[config.mk]
export PLATFORM = sky130hd
export DESIGN_NAME = ssrecv
export DESIGN_NICKNAME = d
export VERILOG_FILES = /design/src/rtl/ssrecv.sv
export SDC_FILE = /design/constraint.sdc
export NUM_CORES = 1
export LEC_CHECK = 0
export ABC_AREA = 1
export BUFFER_PORTS_ARGS = -buffer_cell sky130_fd_sc_hd__buf_4
export CAP_MARGIN = 30
export CORE_MARGIN = 2
export CORE_UTILIZATION = 40
export CTS_CLUSTER_SIZE = 16
export DETAILED_ROUTE_END_ITERATION = 10
export GPL_TIMING_DRIVEN = 0
export PLACE_DENSITY = 0.58
export SYNTH_ARGS = -nofsm -noshare
export SYNTH_HDL_FRONTEND = slang
export SYNTH_SLANG_ARGS = --single-unit
[constraint.sdc]
create_clock -name clk -period 4.11 [get_ports clk]
set_input_delay 0.411 -clock clk [delete_from_list [all_inputs] [get_ports clk]]
set_output_delay 0.411 -clock clk [all_outputs]
set_load 0.05 [all_outputs]
[src/rtl/ssrecv.sv]
// ssrecv: seven-segment scan receiver. Debounces a multiplexed display bus, recovers
// per-digit nibble/blank/error and reports each digit change on a valid/ready port.
// Optional feature macro: DP_CAPTURE_EN (capture the decimal point, seg_in[7]).
module ssrecv #(
   parameter int NUM_DIGITS    = 4,
   parameter int STABLE_CYCLES = 4
) (
   input  logic                      clk,
   input  logic                      rst,
   input  logic [7:0]                seg_in,
   input  logic [NUM_DIGITS-1:0]     dig_sel,
   output logic [4*NUM_DIGITS-1:0]   digits_out,
   output logic [NUM_DIGITS-1:0]     blank_out,
   output logic [NUM_DIGITS-1:0]     err_out,
   output logic [NUM_DIGITS-1:0]     dp_out,
   output logic                      upd_valid,
   output logic [2:0]                upd_idx,
   output logic [3:0]                upd_nibble,
   input  logic                      upd_ready
);
   localparam logic [0:0] ST_IDLE    = 1'b0;
   localparam logic [0:0] ST_PRESENT = 1'b1;
   localparam logic [3:0] SC         = 4'(STABLE_CYCLES);

`ifdef DP_CAPTURE_EN
   localparam logic [7:0] SEG_MASK = 8'hFF;
`else
   localparam logic [7:0] SEG_MASK = 8'h7F;
`endif

   // {hit, nibble}; hit=0 for blank or undecodable patterns
   function automatic logic [4:0] decode(input logic [6:0] s);
      case (s)
         7'h3F: decode = {1'b1, 4'h0};
         7'h06: decode = {1'b1, 4'h1};
         7'h5B: decode = {1'b1, 4'h2};
         7'h4F: decode = {1'b1, 4'h3};
         7'h66: decode = {1'b1, 4'h4};
         7'h6D: decode = {1'b1, 4'h5};
         7'h7D: decode = {1'b1, 4'h6};
         7'h07: decode = {1'b1, 4'h7};
         7'h7F: decode = {1'b1, 4'h8};
         7'h67: decode = {1'b1, 4'h9};
         7'h77: decode = {1'b1, 4'hA};
         7'h7C: decode = {1'b1, 4'hB};
         7'h39: decode = {1'b1, 4'hC};
         7'h5E: decode = {1'b1, 4'hD};
         7'h79: decode = {1'b1, 4'hE};
         7'h71: decode = {1'b1, 4'hF};
         default: decode = 5'h00;
      endcase
   endfunction

   logic [NUM_DIGITS-1:0]       samp_sel_q, samp_sel_d;
   logic [7:0]                  samp_seg_q, samp_seg_d;
   logic [3:0]                  cnt_q, cnt_d;
   logic [NUM_DIGITS-1:0][3:0]  nib_q, nib_d;
   logic [NUM_DIGITS-1:0]       blank_q, blank_d, err_q, err_d, dp_q, dp_d, dirty_q, dirty_d;
   logic [0:0]                  state_q, state_d;
   logic [2:0]                  idx_q, idx_d;
   logic [3:0]                  unib_q, unib_d;

   logic [7:0]                  seg_m;
   logic                        match, onehot, commit, load, new_blank, new_err, new_dp;
   logic [4:0]                  dec;
   logic [3:0]                  new_nib, lo_nib;
   logic [2:0]                  lo_idx;
   logic [NUM_DIGITS-1:0]       lo_oh;

   always_comb begin
      seg_m      = seg_in & SEG_MASK;
      match      = (dig_sel == samp_sel_q) && (seg_m == samp_seg_q);
      onehot     = (dig_sel != '0) && ((dig_sel & (dig_sel - NUM_DIGITS'(1))) == '0);
      commit     = match && onehot && (cnt_q == SC - 4'd1);
      samp_sel_d = dig_sel;
      samp_seg_d = seg_m;
      cnt_d      = '0;
      if (match && onehot)
         cnt_d = (cnt_q >= SC) ? SC : cnt_q + 4'd1;

      dec       = decode(seg_in[6:0]);
      new_blank = (seg_in[6:0] == 7'h00);
      new_err   = !dec[4] && !new_blank;
      new_dp    = seg_m[7];

      // lowest-index dirty digit wins the event port
      lo_idx = '0;
      lo_nib = '0;
      lo_oh  = '0;
      for (int i = NUM_DIGITS - 1; i >= 0; i--) begin
         if (dirty_q[i]) begin
            lo_idx = 3'(i);
            lo_nib = nib_q[i];
            lo_oh  = '0;
            lo_oh[i] = 1'b1;
         end
      end

      state_d = state_q;
      idx_d   = idx_q;
      unib_d  = unib_q;
      dirty_d = dirty_q;
      load    = (dirty_q != '0) && ((state_q == ST_IDLE) || upd_ready);
      if (load) begin
         state_d = ST_PRESENT;
         idx_d   = lo_idx;
         unib_d  = lo_nib;
         dirty_d = dirty_q & ~lo_oh;
      end else if ((state_q == ST_PRESENT) && upd_ready) begin
         state_d = ST_IDLE;
      end

      // commit applied after the event clear so a same-edge set wins
      nib_d   = nib_q;
      blank_d = blank_q;
      err_d   = err_q;
      dp_d    = dp_q;
      new_nib = '0;
      for (int i = 0; i < NUM_DIGITS; i++) begin
         if (commit && dig_sel[i]) begin
            new_nib = dec[4] ? dec[3:0] : (new_blank ? 4'h0 : nib_q[i]);
            if ({new_nib, new_blank, new_err, new_dp} != {nib_q[i], blank_q[i], err_q[i], dp_q[i]})
               dirty_d[i] = 1'b1;
            nib_d[i]   = new_nib;
            blank_d[i] = new_blank;
            err_d[i]   = new_err;
            dp_d[i]    = new_dp;
         end
      end
   end

   always_ff @(posedge clk or posedge rst) begin
      if (rst) begin
         samp_sel_q <= '0;
         samp_seg_q <= '0;
         cnt_q      <= '0;
         nib_q      <= '0;
         blank_q    <= '0;
         err_q      <= '0;
         dp_q       <= '0;
         dirty_q    <= '0;
         state_q    <= ST_IDLE;
         idx_q      <= '0;
         unib_q     <= '0;
      end else begin
         samp_sel_q <= samp_sel_d;
         samp_seg_q <= samp_seg_d;
         cnt_q      <= cnt_d;
         nib_q      <= nib_d;
         blank_q    <= blank_d;
         err_q      <= err_d;
         dp_q       <= dp_d;
         dirty_q    <= dirty_d;
         state_q    <= state_d;
         idx_q      <= idx_d;
         unib_q     <= unib_d;
      end
   end

   // dp_q stays 0 without DP_CAPTURE_EN because seg_m[7] is masked off
   assign digits_out = nib_q;
   assign blank_out  = blank_q;
   assign err_out    = err_q;
   assign dp_out     = dp_q;
   assign upd_valid  = (state_q == ST_PRESENT);
   assign upd_idx    = idx_q;
   assign upd_nibble = unib_q;
endmodule
==> summary.txt <==
Timing
  • Final Setup Violations: 0
  • Final hold vios: 0
  • Final worst-path cycle share: 51.90%
  • Setup TNS: 0 ps
  • Post-route minimum period: 2133 ps
  • Slew Limit Fails: 0
  • Skew final: 14.95 ps
  • Worst Hold Slack: 48.52 ps
  • Fmax achieved: 468.8 MHz
  • RSZ-0062 raised after global routing: false

Global routing
  • Largest net degree at the start of global routing: 40
  • GRT Resource Usage Total: 20.09%
  • Global route total overflow: 0
  • Number of global-route vias before repair: 2791
  • First-pass GRT wire length: 13740 um
  • Initial antenna violation count: 0

Drt
  • Vias per cell: 4.928
  • Total number of vias: 3065
  • Total Wirelength: 8510 um
  • Post-DRT Antenna Nets: 0
  • Remaining DRCs: 0
  • Drt wl/cell: 13.68 um
  • Iteration-0 DRC Markers: 133
  • TritonRoute pass-1 iters: 4

Clock network
  • Clk sinks: 50
  • Clock root buffer: clkbuf_8
  • Clk buf depth: 2
  • CTS resizes: 0
  • Post CTS Setup Buffer Count: 0
  • H-tree levels: 2
  • Inserted Clock Buffers: 5
  • CTS Hold Buffers Added: 0
  • CTS tree: yes
  • Clock latency on the worst-skew pair: 310 ps
  • Clk slew on worst S/H paths: 90 ps

Pwr
  • Sequential power share: 50.1%
  • Sw Pwr: 261.1 uW
  • Clock power share: 36.0%
  • PD cells: 263.9 nW/um2
  • VDD IR max: 0.1339 mV
  • Switching share of power: 26.15%
  • Leak: 1.986 nW
  • Combinational share of power: 13.9%
  • Pint: 737.4 uW

Worst setup path
  • CP Class: register to register
  • Crit path max-delay cell type: dfrtp_1
  • Data required time at the worst endpoint: 4360 ps
  • Worst Setup End Kind: register
  • Crit path DAT: 2380 ps
  • CP Cell Sequence: xnor2_1 -> nand3_1 -> nand3b_1 -> nor2_1 -> inv_1 -> nor2_1 -> nand3_1 -> buf_2 -> o21bai_1 -> nand2_1
  • Buf+Inv Stages, Crit Path: 2
  • Crit path max fanout: 10
  • Delay-heaviest family, CP: simple AND/OR/NAND/NOR gates
  • Reg2Reg Setup Slack: 1980 ps
  • Startpoint class of the critical path: register
  • CP peak stage delay: 390 ps

Hold path
  • Min-Delay Path Class: input port to asynchronous set/reset pin

Layout
  • Layout cell share with drive strength beyond 1: 18.65%
  • Most frequent cells in the layout: nand2_1 (130), nor2_1 (65), dfrtp_1 (50)
  • Most common cell after layout, fill and taps aside: nand2_1
  • Layout Area Growth over Synthesis: 19.20%
  • Diode count: 0
  • Nets: 536

Logic synthesis
  • Flop and latch count out of synthesis: 50
  • Top post-synthesis cells by area: dfrtp_1 (39%), nand2_1 (15%), nor2_1 (7.7%), o21ai_0 (6.6%), inv_1 (5.7%)
  • Post-synth EDFFs: 0
  • Synth area leader: dfrtp_1
  • Top-area cell type share of the netlist area: 39.42%
  • Ys Warns: 0
  • Mapped Cells: 463
  • Post-synth ARST share: 100.0%
  • Mean Syn Cell Area: 6.856 um2
  • Netlist Area Pre-Place: 3174 um2
  • Post-synthesis sequential area ratio: 39.42%
  • Top_reg_cell synth: dfrtp_1
  • Synth cell types: 34

Placed design
  • Gp weighted congestion: 0.9358
  • Port-buffer cells: 44
  • Post-DP HPWL: 6716 um

Die
  • FP Rows: 32
  • Die area: 8664 um2
  • Die H: 93.08 um
  • Die Wd: 93.08 um
  • # IOs: 51
  • Initial cell density of the core: 41.08%
  • Core area: 7727 um2

Run
  • Max-cap viol count: 0

Run status
  • Status: completed
[cell usage after synthesis (2+ instances only)]
cell / count
o21ai_0: 42
nor4_1: 4
inv_1: 48
nor2_1: 65
dfrtp_1: 50
nand3_4: 2
a21oi_1: 17
o21ai_1: 5
nor2_4: 2
xnor2_1: 3
buf_6: 2
inv_2: 5
clkbuf_1: 3
nor3_1: 3
nand3b_1: 2
nand2_2: 13
nor2_2: 3
buf_4: 5
o21bai_1: 2
nand3_1: 25
nand2_1: 130
buf_2: 4
or2_2: 6
nand4_1: 6
xor2_1: 4
a22oi_1: 4
[state kept, by name, indices dropped and copies added (netlist names)]
signal / cells
samp_sel_q: 4
cnt_q: 4
upd_nibble: 4
upd_valid: 1
samp_seg_q: 7
err_out: 4
blank_out: 4
dirty_q: 4
digits_out: 16
upd_idx: 2
[power groups by stage]
stage	clock, mW	sequential, mW	combinational (mW)
CTS	0.366	0.500	0.140
global placement	0	0.510	0.137
floorplan	0	0.510	0.0948
finish	0.359	0.500	0.139
global route	0.382	0.501	0.155
detailed placement	0	0.510	0.140
[kinds of logic after synthesis]
logic type,synth area share (%)
XOR/XNOR,1.931
buffers and inverters,9.342
AND/OR/NAND/NOR,36.58
flip-flops,39.42
other,0.1181
adder cells (fa/ha/maj),0.3941
AO/OA/AOI/OAI,12.22
[per-stage QoR]
step	cells	power (mW)	area [um2]	worst slack [ps]	utilization, %
2_1_floorplan	468	0.6043	3193	2391	-
3_3_place_gp	614	0.6468	3651	1764	47.25
3_5_place_dp	615	0.6501	3671	1849	47.51
4_1_cts	622	1.007	3784	1985	48.96
5_1_grt	622	1.039	3784	1812	48.96
6_report	622	0.9985	3784	1977	48.96
[cell type report]
type / instances / area [um2]
inverter: 54 / 205.2
multi-input combinational: 350 / 1645
buffer: 14 / 91.34
timing repair buffer: 45 / 350.3
sequential: 50 / 1251
clock inverter: 1 / 30.03
clock buffer: 6 / 82.58
fill: 810 / 3944
tap: 102 / 127.6
[routing by layer]
| metal | global-route usage (%) | share of wire [%] | vias up |
|---|---|---|---|
| met5 | 0 | 0 | - |
| met4 | 5.515 | 1.5 | 0 |
| met3 | 2.981 | 4.6 | 10 |
| met2 | 31.34 | 45 | 73 |
| met1 | 29.10 | 49 | 1408 |
| li1 | - | - | 1574 |
[path summary, 6_finish.rpt]
path                          startpoint             to  cells past startpoint
min in group clk              dig_sel[3]  samp_sel_q[3]                      1
hold reg to reg                 cnt_q[0]       cnt_q[0]                      1
hold / removal                       rst       cnt_q[3]                      2
setup reg to reg           samp_sel_q[3]     dirty_q[0]                     10
setup / recovery           samp_sel_q[3]     dirty_q[0]                     10
max in group asynchronous            rst  digits_out[8]                      3
(Power assumes the default switching activity.)
